[src/rtl/bcd_pkg.sv]
// rtl/bcd_pkg.sv - shared segment patterns and BCD digit type for the 7-segment scanner
package bcd_pkg;

  typedef logic [3:0] bcd_digit_t;

  // Active-high patterns, bit order {g,f,e,d,c,b,a}
  localparam logic [6:0] SEG_0    = 7'h3F;
  localparam logic [6:0] SEG_1    = 7'h06;
  localparam logic [6:0] SEG_2    = 7'h5B;
  localparam logic [6:0] SEG_3    = 7'h4F;
  localparam logic [6:0] SEG_4    = 7'h66;
  localparam logic [6:0] SEG_5    = 7'h6D;
  localparam logic [6:0] SEG_6    = 7'h7D;
  localparam logic [6:0] SEG_7    = 7'h07;
  localparam logic [6:0] SEG_8    = 7'h7F;
  localparam logic [6:0] SEG_9    = 7'h6F;
  localparam logic [6:0] SEG_DASH = 7'h40;
  localparam logic [6:0] SEG_OFF  = 7'h00;

endpackage

[src/rtl/bcd_to_7seg.sv]
// rtl/bcd_to_7seg.sv - combinational BCD nibble to active-high 7-segment pattern
module bcd_to_7seg
  import bcd_pkg::*;
(
  input  logic [3:0] digit_i,
  output logic [6:0] seg_o
);

  always_comb begin
    seg_o = SEG_DASH;
    case (digit_i)
      4'd0: seg_o = SEG_0;
      4'd1: seg_o = SEG_1;
      4'd2: seg_o = SEG_2;
      4'd3: seg_o = SEG_3;
      4'd4: seg_o = SEG_4;
      4'd5: seg_o = SEG_5;
      4'd6: seg_o = SEG_6;
      4'd7: seg_o = SEG_7;
      4'd8: seg_o = SEG_8;
      4'd9: seg_o = SEG_9;
      default: seg_o = SEG_DASH;
    endcase
  end

endmodule

[src/rtl/bcd_seg_scanner.sv]
// rtl/bcd_seg_scanner.sv - double-buffered multiplexed 7-segment scanner for packed BCD words
// Optional leading-zero blanking is enabled by defining LEADING_ZERO_BLANK_EN.
module bcd_seg_scanner
  import bcd_pkg::*;
#(
  parameter int NUM_DIGITS  = 2,
  parameter int REFRESH_DIV = 50000,
  parameter int ACTIVE_LOW  = 1
) (
  input  logic                    clk,
  input  logic                    rst,
  input  logic [4*NUM_DIGITS-1:0] bcd_in,
  input  logic                    in_valid,
  output logic                    in_ready,
  output logic [6:0]              seg,
  output logic [NUM_DIGITS-1:0]   an,
  output logic                    bcd_err
);

  localparam int CNT_W = $clog2(REFRESH_DIV);
  localparam int IDX_W = (NUM_DIGITS > 1) ? $clog2(NUM_DIGITS) : 1;
  localparam logic [CNT_W-1:0] CNT_LAST = CNT_W'(REFRESH_DIV - 1);
  localparam logic [IDX_W-1:0] IDX_LAST = IDX_W'(NUM_DIGITS - 1);
  localparam logic [6:0] SEG_IDLE = (ACTIVE_LOW != 0) ? ~SEG_OFF : SEG_OFF;
  localparam logic [NUM_DIGITS-1:0] AN_IDLE = (ACTIVE_LOW != 0) ? {NUM_DIGITS{1'b1}} : '0;

  logic [CNT_W-1:0]        cnt_q, cnt_d;
  logic [IDX_W-1:0]        idx_q, idx_d;
  logic [4*NUM_DIGITS-1:0] disp_q, disp_d;
  logic [4*NUM_DIGITS-1:0] pend_q, pend_d;
  logic                    full_q, full_d;
  logic [6:0]              seg_q, seg_d;
  logic [NUM_DIGITS-1:0]   an_q, an_d;
  logic                    err_q, err_d;

  bcd_digit_t            cur_digit;
  logic [NUM_DIGITS-1:0] an_hot;
  logic [6:0]            dec_seg;
  logic [6:0]            seg_hi;
  logic                  blank;
  logic                  zero_run;
  logic                  tc;
  logic                  frame_end;
  logic                  accept;
  logic                  bad_nibble;

  always_comb begin
    cur_digit = '0;
    an_hot    = '0;
    for (int i = 0; i < NUM_DIGITS; i++) begin
      if (idx_q == IDX_W'(i)) begin
        cur_digit = disp_q[4*i +: 4];
        an_hot[i] = 1'b1;
      end
    end
  end

`ifdef LEADING_ZERO_BLANK_EN
  // Walk down from the most significant digit; blank while every digit seen so far is zero.
  always_comb begin
    zero_run = 1'b1;
    blank    = 1'b0;
    for (int i = NUM_DIGITS - 1; i >= 0; i--) begin
      zero_run = zero_run & (disp_q[4*i +: 4] == 4'd0);
      if ((i != 0) && (idx_q == IDX_W'(i)) && zero_run) begin
        blank = 1'b1;
      end
    end
  end
`else
  always_comb begin
    zero_run = 1'b0;
    blank    = zero_run;
  end
`endif

  bcd_to_7seg u_dec (
    .digit_i (cur_digit),
    .seg_o   (dec_seg)
  );

  assign seg_hi = blank ? SEG_OFF : dec_seg;

  always_comb begin
    bad_nibble = 1'b0;
    for (int i = 0; i < NUM_DIGITS; i++) begin
      if (bcd_in[4*i +: 4] > 4'd9) begin
        bad_nibble = 1'b1;
      end
    end
  end

  assign tc        = (cnt_q == CNT_LAST);
  assign frame_end = tc && (idx_q == IDX_LAST);
  assign accept    = in_valid && !full_q;

  always_comb begin
    cnt_d  = tc ? '0 : cnt_q + CNT_W'(1);
    idx_d  = idx_q;
    disp_d = disp_q;
    pend_d = pend_q;
    full_d = full_q;
    if (tc) begin
      idx_d = (idx_q == IDX_LAST) ? '0 : idx_q + IDX_W'(1);
    end
    // Swap only at the frame boundary so a frame never mixes two words.
    if (frame_end && full_q) begin
      disp_d = pend_q;
      full_d = 1'b0;
    end else if (accept) begin
      pend_d = bcd_in;
      full_d = 1'b1;
    end
    err_d = accept && bad_nibble;
    seg_d = (ACTIVE_LOW != 0) ? ~seg_hi : seg_hi;
    an_d  = (ACTIVE_LOW != 0) ? ~an_hot : an_hot;
  end

  always_ff @(posedge clk) begin
    if (rst) begin
      cnt_q  <= '0;
      idx_q  <= '0;
      disp_q <= '0;
      pend_q <= '0;
      full_q <= 1'b0;
      seg_q  <= SEG_IDLE;
      an_q   <= AN_IDLE;
      err_q  <= 1'b0;
    end else begin
      cnt_q  <= cnt_d;
      idx_q  <= idx_d;
      disp_q <= disp_d;
      pend_q <= pend_d;
      full_q <= full_d;
      seg_q  <= seg_d;
      an_q   <= an_d;
      err_q  <= err_d;
    end
  end

  assign in_ready = !full_q;
  assign seg      = seg_q;
  assign an       = an_q;
  assign bcd_err  = err_q;

endmodule
[config.mk]
export PLATFORM = sky130hd
export DESIGN_NAME = bcd_seg_scanner
export DESIGN_NICKNAME = d
export VERILOG_FILES = /design/src/rtl/bcd_pkg.sv /design/src/rtl/bcd_to_7seg.sv /design/src/rtl/bcd_seg_scanner.sv
export SDC_FILE = /design/constraint.sdc
export NUM_CORES = 1
export LEC_CHECK = 0
export ABC_AREA = 0
export BUFFER_PORTS_ARGS = -buffer_cell sky130_fd_sc_hd__buf_2
export CAP_MARGIN = 15
export CORE_MARGIN = 2
export CORE_UTILIZATION = 34
export CTS_CLUSTER_DIAMETER = 40
export DETAILED_ROUTE_END_ITERATION = 8
export PLACE_DENSITY = 0.57
export SKIP_CTS_REPAIR_TIMING = 1
export SLEW_MARGIN = 15
export SYNTH_ARGS = -nofsm -noshare
export SYNTH_HDL_FRONTEND = slang
export SYNTH_SLANG_ARGS = --single-unit
[constraint.sdc]
create_clock -name clk -period 2.25 [get_ports clk]
set_clock_uncertainty 0.15 [all_clocks]
set_input_delay 0 -clock clk [delete_from_list [all_inputs] [get_ports clk]]
set_output_delay 0 -clock clk [all_outputs]
set_load 0.05 [all_outputs]
# == Yosys cells after proc, flatten, opt, wreduce, memory -nomap -nowiden ==
# Memories as Yosys holds them, arrays and structs flattened.
# Index checks and enable logic that the tools add are counted.
# word_totals
memories,1
ram_bits,0
word_cells,31
reg_bits,44
latch_bits,0
inputBits,11
rom_bits,112
out_inout_bits,11
# op_classes
n_bitwise,3
n_mul,0
n_shift,0
addsub,2
reduce_logical,8
n_mux,6
order_cmp,2
div,0
eq_ne,1
# memory_table
memory,words,width,rd,rd_clocked_by_memory_dff,write_ports,line,rtl
(name not given),16,7,1,0,0,bcd_to_7seg.sv:11,case (digit_i)
# op_table
op,n
$add A16 B1 Y16 const B,1
$eq A16 B16 Y1 const B,1
$gt A4 B4 Y1 const B,2
$not A7 Y7,1
$mux W1,5
$logic_and A1 B1 Y1,4
$mux W4,1
$reduce_or A2 Y1,2
$not A2 Y2,1
$reduce_and A2 Y1,1
$add A1 B1 Y1 const B,1
$logic_not A1 Y1,1
$not A1 Y1,1

# == Depth between registers and ports, before layout ==
# Gate-level depths: netlist of run 1.
# depth
ltp_word,5
depth_mapped,7
ltp_nobuf,6

# == Cells and area by module ==
# Synthesis of run 1 repeated with hierarchy kept, for this count alone.
# hier_totals
cells_unflattened,216
hier_area_um2,2063.2
# modules_own_cells
module,seq_area_each_um2,area_per_inst_um2,cells_per_inst,n_inst
bcd_seg_scanner,880.8,1838.0,187,1
bcd_to_7seg,0.0,225.2,29,1

# == Least setup slack after synthesis of run 1 ==
# Ideal clock, no wire load.
# synth_path
path_kind,reg-to-reg
start,reg cnt_q[10]
end,reg disp_q[0]
slack_ns,0.138
setup_time_ns,0.072
path_stages_with_launch,7
required_time_ns,2.028
synth_period_minus_slack_ns,2.112
path_buffers,2
arrival_time_ns,1.890
path_cell_list,dfxtp_1 > buf_6 > or4b_1 > or4_1 > buf_6 > nor2_8 > mux2i_1
# synth_between
elab_chain_cells,3
# synth_rtl
element,line,rtl
from (decl),bcd_seg_scanner.sv:27,"logic [CNT_W-1:0] cnt_q, cnt_d;"
from (signal assigned),bcd_seg_scanner.sv:130,cnt_q <= cnt_d;
$eq A16 B16 Y1,bcd_seg_scanner.sv:93,assign tc = (cnt_q == CNT_LAST);
$logic_and A1 B1 Y1,bcd_seg_scanner.sv:94,assign frame_end = tc && (idx_q == IDX_LAST);
$logic_and A1 B1 Y1,bcd_seg_scanner.sv:107,if (frame_end && full_q) begin
to (signal assigned),bcd_seg_scanner.sv:132,disp_q <= disp_d;
to (decl),bcd_seg_scanner.sv:29,"logic [4*NUM_DIGITS-1:0] disp_q, disp_d;"
# Every way passes these cells.
# A chain may end at the register's enable or synchronous reset.

# == Worst setup path in the final report of run 1 ==
# layout_path
start,reg cnt_q[13]
end,reg disp_q[0]
# Same word-level chain as after synthesis.

==> flow_summary.json, run 1 <==
{
  "status": "completed",
  "cp_data_required_time_ns": 2.34,
  "port_buffers": 21,
  "p_leak_nw": 0.963,
  "drtIter0Drc": 56,
  "yosysTopAreaCellShare_pct": 45.1,
  "drt-pass1-iter-count": 4,
  "synth_top_family_by_area": "simple AND/OR/NAND/NOR gates",
  "die_x_um": 79.8,
  "route.vias.total": 1507,
  "syn_avg_cell_area_um2": 9.13,
  "cts_root_buf": "clkbuf_8",
  "syn_to_final_growth_pct": 23.4,
  "layout_commonest_cell": "dfxtp_1",
  "synthMuxAreaShare_pct": 7.88,
  "synth_xor_area_share_pct": 5.83,
  "synth_warnings": 0,
  "layout_common_cells": "dfxtp_1, nand2_1, nor2_1, buf_2, nand2b_1",
  "path_cells": "or4b_1 -> or4_4 -> nor2_8 -> mux2i_1",
  "antenna_left": 0,
  "grt_pass1_wl_um": 6030,
  "slowest_stage": "or4_4",
  "final_area_mm2": 0.00241,
  "pwr-share-clk_pct": 40.1,
  "die_area_mm2": 0.00637,
  "hold_violations": 0,
  "synth_top_area_cell": "dfxtp_1",
  "seq_area_frac_synth_pct": 45.1,
  "initial_utilization_pct": 35.3,
  "synthTopCellsByArea": "dfxtp_1, mux2i_1, nand2b_1",
  "clockBufferDepth": 2,
  "cts_max_level": 2,
  "synth-compound-area-share_pct": 7.88,
  "setup_viol": 0,
  "fin_crit_sh_pct": 93.0,
  "cts_tree": "yes",
  "p_int_w": 0.00118,
  "combPwrFrac_pct": 7.7,
  "drt_drc_violations_left": 0,
  "drt-vias-per-instance": 4.58,
  "cts_num_sinks": 44,
  "postPlaceCellArea_mm2": 0.00220,
  "die_h_um": 79.8,
  "sw_frac_of_total_pct": 23.8,
  "path_buf_inv": 0,
  "register_area_um2": 881,
  "wl_per_cell_um": 10.9,
  "rows": 27,
  "grt_use_total_pct": 12.2,
  "synthesis.instances": 214,
  "synth_area_mm2": 0.00195,
  "place_hpwl_um": 2480,
  "syn-num-nets": 231,
  "yosys.area_share.simple_pct": 25.6,
  "crit_arrival_ns": 2.18,
  "cts_inserted_buffers": 5,
  "path_clk_slew_ns": 0.09,
  "grt_pass1_vias": 1345,
  "clkLatencyLatePin_ns": 0.31,
  "antenna-diode-count": 0,
  "grt_max_degree": 39,
  "design.core.area_mm2": 0.00554,
  "final.min_clock_period_ns": 2.09,
  "start_kind": "flop",
  "rsz0062_at_grt": "false",
  "endpoint_kind": "flop",
  "drv_slew": 0,
  "irDropWorstVdd_mv": 0.259,
  "critPathMaxStageDelay_ns": 0.60,
  "worst_pin_slew_ns": 0.550,
  "p_seq_share_pct": 52.3,
  "drive_above_1_share_pct": 19.8,
  "tns_ns": 0,
  "gp_congestion": 0.790,
  "max-cap-violations": 0,
  "synth_cell_types": 35,
  "grt_overflow": 0,
  "max_freq_mhz": 478,
  "ys_ff_latch": 44,
  "switchingPower_w": 0.000369,
  "fill_cells": 586,
  "wl_um": 3590,
  "slew_headroom_pct": 63.4,
  "antenna_found_initial": 0,
  "holdCritPathClass": "input port to flop",
  "synth_fa_ha_area_share_pct": 3.84,
  "io_pins": 22,
  "p_per_area_mw_per_mm2": 643,
  "critPathKind": "flop to flop",
  "crit_family": "simple AND/OR/NAND/NOR gates",
  "multiInputGateArea_mm2": 0.00100,
  "crit_fanout": 9,
  "nets": 273
}
-- synth_stat cells, drive strengths merged --
library cell and n:
buf 3, or4 1, nor4 2, nor3 3, nand4 7, o211ai 1, o2bb2ai 1, o21ai 5
and4 1, or3b 1, or4bb 1, xnor2 8, nor2 23, ha 6, a211oi 1, nand2b 19
nand2 25, a21o 4, mux2i 12, nor2b 1, o21bai 2, inv 6, or3 4, xor2 5
or4b 1, dfxtp 44, or2 1, a21oi 12, mux2 3, nand3 3, clkbuf 6, and3 2
-- area by class of cell --
type	instances	share of cell area, %
Clock inverter	3	1.92
Multi-Input combinational cell	155	41.5
Clock buffer	5	2.86
Timing Repair Buffer	44	12.5
Inverter	6	0.935
Sequential cell	44	36.6
Tap cell	72	3.74
-- per-stage QoR --
step | total power, W | worst slack, ns | utilization, % | std cells | hold WS (ns)
after floorplan | 0.000905 | 0.138 | - | 214 | -0.0140
after global placement | 0.000935 | 0.0972 | 39.7 | 312 | 0.0947
after detailed placement | 0.000936 | 0.0650 | 39.7 | 312 | 0.0969
after CTS | 0.00156 | 0.0501 | 41.8 | 320 | -0.235
after global routing | 0.00162 | 0.0312 | 43.5 | 329 | 0.0593
final | 0.00155 | 0.157 | 43.5 | 329 | 0.0203
-- logic make-up (layout without fill, tap and decap cells) --
family                   count (synthesis)  count (layout)
buffers and inverters                   15              58
multiplexers                            15              15
adder cells (fa/ha/maj)                  6               6
flip-flops                              44              44
AO/OA/AOI/OAI                           26              26
AND/OR/NAND/NOR                         95              95
XOR/XNOR                                13              13
-- registers in the layout, indices dropped and copies added, names as in the netlist --
| register | cells |
|---|---|
| bcd_err | 1 |
| full_q | 1 |
| an | 2 |
| pend_q | 8 |
| seg | 7 |
| idx_q | 1 |
| disp_q | 8 |
| cnt_q | 16 |
-- worst paths after layout --
check / startpoint / to / slack, ns / cells past startpoint
hold reg to reg: idx_q / an[1] / 0.30 / 1
setup / recovery: cnt_q[13] / disp_q[0] / 0.16 / 4
setup reg to reg: cnt_q[13] / disp_q[0] / 0.16 / 4
hold / removal: rst / cnt_q[2] / 0.02 / 2
-- power groups by stage --
stage / clock network [W] / logic, W / registers, W
after floorplan: 0 / 0.0000513 / 0.000854
after global placement: 0 / 0.000108 / 0.000828
after detailed placement: 0 / 0.000108 / 0.000828
after CTS: 0.000641 / 0.000108 / 0.000810
after global routing: 0.000677 / 0.000130 / 0.000814
final: 0.000620 / 0.000119 / 0.000810
-- layer usage --
| metal | vias up | global-route usage [%] | wire length [µm] |
|---|---|---|---|
| li1 | 800 | - | - |
| met1 | 679 | 16.6 | 1840 |
| met2 | 23 | 17.6 | 1540 |
| met3 | 5 | 3.85 | 137 |
| met4 | 0 | 5.59 | 74 |
| met5 | - | 0 | 0 |
Note: power is estimated with default switching activity, not from simulation.
==> run 2: changes to the inputs <==
- CELL_PAD_IN_SITES_DETAIL_PLACEMENT: not set -> 1
- CELL_PAD_IN_SITES_GLOBAL_PLACEMENT: not set -> 1
- CORE_UTILIZATION: 34 -> 35
- PLACE_DENSITY: 0.57 -> 0.69
- clock period: 2.25 -> 2.6 ns (I/O delays scaled with it)
==> run 2 against run 1 <==
Against the previous run: flip-flop and latch count did not move; critical path depth stayed put; die area decreased by 2.7%; final cell count shrank 4.3%; utilization decreased by 1.3 points; cell area decreased by 4.7%; count of clock-buffer cells in the layout unchanged; global-route usage is 0.99 points higher; critical path type unchanged; largest cell class unchanged; largest power group unchanged.
==> flow_summary.json, run 2 (same netlist as run 1, synthesis figures left out) <==
{
  "status": "completed",
  "hold_violations": 0,
  "crit_fanout": 9,
  "grt_pass1_vias": 1388,
  "path_clk_slew_ns": 0.09,
  "cts_tree": "yes",
  "gp_congestion": 0.781,
  "cts_max_level": 2,
  "max_freq_mhz": 446,
  "wl_um": 3890,
  "io_pins": 22,
  "die_h_um": 78.7,
  "drive_above_1_share_pct": 14.8,
  "port_buffers": 21,
  "grt_overflow": 0,
  "p_leak_nw": 0.887,
  "drt-vias-per-instance": 4.77,
  "drv_slew": 0,
  "clkLatencyLatePin_ns": 0.30,
  "rsz0062_at_grt": "false",
  "die_area_mm2": 0.00619,
  "holdCritPathClass": "input port to flop",
  "rows": 27,
  "largest_register_ffs": 16,
  "wl_per_cell_um": 12.3,
  "drt-pass1-iter-count": 3,
  "endpoint_kind": "flop",
  "postPlaceCellArea_mm2": 0.00210,
  "fill_cells": 652,
  "drt_drc_violations_left": 0,
  "design.core.area_mm2": 0.00544,
  "antenna-diode-count": 0,
  "p_per_area_mw_per_mm2": 579,
  "place_hpwl_um": 2650,
  "cp_data_required_time_ns": 2.69,
  "grt_max_degree": 39,
  "die_x_um": 78.7,
  "grt_pass1_wl_um": 6350,
  "crit_arrival_ns": 2.33,
  "critPathKind": "flop to flop",
  "worst_pin_slew_ns": 0.559,
  "antenna_left": 0,
  "cts_num_sinks": 44,
  "reg.largest.list": "cnt_q (16), disp_q (8), pend_q (8)",
  "irDropWorstVdd_mv": 0.236,
  "clockBufferDepth": 2,
  "final_area_mm2": 0.00230,
  "nets": 259,
  "initial_utilization_pct": 35.9,
  "route.vias.total": 1504,
  "drtIter0Drc": 54,
  "slew_headroom_pct": 62.7,
  "final_util_pct": 42.2,
  "setup_viol": 0,
  "regMostFlops": "cnt_q",
  "cts_root_buf": "clkbuf_8",
  "antenna_found_initial": 0,
  "layout_commonest_cell": "dfxtp_1",
  "tns_ns": 0,
  "fin_crit_sh_pct": 86.1,
  "grt_use_total_pct": 13.2,
  "cts_inserted_buffers": 5,
  "start_kind": "flop",
  "final.min_clock_period_ns": 2.24,
  "p_total_w": 0.00133,
  "layout_common_cells": "dfxtp_1, nand2_1, nor2_1, buf_2, nand2b_1",
  "max-cap-violations": 0,
  "syn_to_final_growth_pct": 17.6
}
run 2: worst max-delay path, cell delays in order (launching register included):
cell     delay, ns
dfxtp_1       0.36
or4b_1        0.51
or4_1         0.68
nor2_8        0.27
mux2i_1       0.21
run 2: path summary, 6_finish.rpt:
| kind | depth (start not counted) | end | from | slack (ns) |
|---|---|---|---|---|
| setup reg to reg | 4 | disp_q[0] | cnt_q[5] | 0.36 |
| hold / removal | 2 | idx_q | rst | 0.02 |
| setup / recovery | 4 | disp_q[0] | cnt_q[5] | 0.36 |
| hold reg to reg | 2 | pend_q[2] | pend_q[2] | 0.31 |
run 2: layout make-up:
| class | count | area [µm²] | area share [%] |
|---|---|---|---|
| Multi-Input combinational cell | 155 | 997 | 43.4 |
| Clock buffer | 5 | 68.8 | 3.00 |
| Sequential cell | 44 | 881 | 38.3 |
| Clock inverter | 3 | 42.5 | 1.85 |
| Timing Repair Buffer | 30 | 195 | 8.50 |
| Tap cell | 72 | 90.1 | 3.92 |
| Inverter | 6 | 22.5 | 0.980 |
run 2: layer usage:
metal	GRT usage (%)	up-vias	part of all wire [%]
met3	3.18	5	3.1
met1	16.9	709	50
li1	-	770	-
met4	7.37	0	2.1
met5	0	-	0
met2	20.4	20	45
run 2: stage by stage:
| step | hold slack, ns | setup slack (ns) | cells |
|---|---|---|---|
| finish | 0.0200 | 0.360 | 315 |
| global route | 0.0691 | 0.220 | 315 |
| CTS | -0.230 | 0.326 | 306 |
| detailed placement | 0.103 | 0.330 | 298 |
| global placement | 0.105 | 0.400 | 298 |
| floorplan | -0.0140 | 0.488 | 214 |
run 2: where the power goes:
group | switching [W] | internal (W)
clock | 0.000244 | 0.000284
combinational | 0.0000619 | 0.0000378
sequential | 0.0000103 | 0.000692
total | 0.000316 | 0.00101
==> run 3: changes to the inputs <==
- clock period: 2.6 -> 2.1 ns (I/O delays scaled with it)
==> run 3 against run 2 <==
Against the previous run: sequential power rose by 24%; global-route usage rose by 1.5 points; cell area increased by 7.5%; combinational power increased by 37%; hold slack better by 0.013 ns; die area did not move; critical path type unchanged; highest routed layer unchanged.
==> flow_summary.json, run 3 (same netlist as run 1, synthesis figures left out) <==
{
  "status": "completed",
  "rows": 27,
  "whs_path_depth": 2,
  "p_total_w": 0.00165,
  "met3_usage_pct": 2.73,
  "cts_inserted_buffers": 5,
  "nets": 279,
  "crit_fanout": 5,
  "dp_slack_ns": -0.0689,
  "grt_overflow": 0,
  "reg.largest.list": "cnt_q (16), disp_q (8), pend_q (8)",
  "drv_slew": 0,
  "grt_pass1_wl_um": 7090,
  "rr_startpoint": "cnt_q[4]",
  "drt_drc_violations_left": 0,
  "busiest_layer": "met2",
  "final_area_mm2": 0.00247,
  "crit_arrival_ns": 2.10,
  "grt_pass1_vias": 1570,
  "holdCritPathClass": "input port to flop",
  "endpoint_kind": "flop",
  "layout_common_cells": "dfxtp_1, nand2_1, nor2_1, buf_2",
  "regMostFlops": "cnt_q",
  "setup_viol": 0,
  "gp_congestion": 0.820,
  "final_util_pct": 45.4,
  "cts_num_sinks": 44,
  "cts_tree": "yes",
  "route.vias.total": 1578,
  "p_leak_nw": 0.998,
  "initial_utilization_pct": 35.9,
  "antenna_found_initial": 0,
  "layout_commonest_cell": "dfxtp_1",
  "critPathKind": "flop to flop",
  "start_kind": "flop",
  "clkLatencyLatePin_ns": 0.30,
  "worst_pin_slew_ns": 0.569,
  "postPlaceCellArea_mm2": 0.00225,
  "place_hpwl_um": 2990,
  "die_h_um": 78.7,
  "drt-vias-per-instance": 4.71,
  "grt_max_degree": 39,
  "worstHoldStart": "rst",
  "cts_max_level": 2,
  "wl_per_cell_um": 13.0,
  "max-cap-violations": 0,
  "irDropWorstVdd_mv": 0.300,
  "cts_root_buf": "clkbuf_8",
  "io_pins": 22,
  "p_per_area_mw_per_mm2": 669,
  "cp_data_required_time_ns": 2.19,
  "max_freq_mhz": 497,
  "use_met2_pct": 24.3,
  "grt_use_total_pct": 14.7,
  "antenna_left": 0,
  "die_x_um": 78.7,
  "hold_violations": 0,
  "met1_usage_pct": 17.8,
  "drt-pass1-iter-count": 4,
  "drive_above_1_share_pct": 22.1,
  "port_buffers": 21,
  "fin_ws_ns": 0.0863,
  "die_area_mm2": 0.00619,
  "hold-worst-slack_ns": 0.0334,
  "slew_headroom_pct": 62.1,
  "largest_register_ffs": 16,
  "rrSetupSlack_ns": 0.09,
  "syn_to_final_growth_pct": 26.4,
  "final.min_clock_period_ns": 2.01,
  "clockBufferDepth": 2,
  "r2r_cells": 4,
  "r2r_end": "disp_q[7]",
  "design.core.area_mm2": 0.00544,
  "fin_crit_sh_pct": 95.9,
  "path_clk_slew_ns": 0.08,
  "drtIter0Drc": 15,
  "wl_um": 4360,
  "rsz0062_at_grt": "false",
  "antenna-diode-count": 0,
  "hold-path-endpoint": "cnt_q[2]"
}
[run 3: critical path, cell delays in order, from the launching register on]
cell,delay [ns]
dfxtp_1,0.32
or4bb_1,0.51
or4_4,0.57
nor2_8,0.20
mux2i_1,0.20
[run 3: per-stage QoR]
step           cells  setup TNS [ns]
6_report         335               0
5_1_grt          335               0
4_1_cts          325           -1.03
3_3_place_gp     317          -0.213
3_5_place_dp     317          -0.395
2_1_floorplan    214               0
[run 3: routing by layer]
layer  up-vias  share of wire [%]
met4         0                2.7
met3         9                2.8
li1        822                  -
met5         -                  0
met2        23                 47
met1       724                 47
[run 3: power breakdown]
part	internal [W]	leakage, nW	switching (W)
combinational	0.0000548	0.583	0.0000821
sequential	0.000857	0.360	0.0000114
clock	0.000353	0.0552	0.000293
[run 3: worst max-delay path by stage]
stage | endpoint | cells after the start | start | slack (ns)
after floorplan | cnt_q[10] | 7 | cnt_q[10] | 0.009
after global placement | disp_q[4] | 4 | cnt_q[5] | -0.03
after detailed placement | disp_q[7] | 4 | cnt_q[5] | -0.07
after CTS | disp_q[7] | 4 | cnt_q[5] | -0.10
after global routing | disp_q[3] | 4 | cnt_q[4] | 0.01
final | disp_q[7] | 4 | cnt_q[4] | 0.09
[run 3: layout make-up]
class | count | area, µm²
fillers | 657 | 2970
multi-input cells | 156 | 1010
flip-flops and latches | 44 | 883
repair buffers | 49 | 350
well taps | 72 | 90.1
clock buffers | 6 | 72.6
clock inverters | 2 | 35.0
inverters | 6 | 22.5
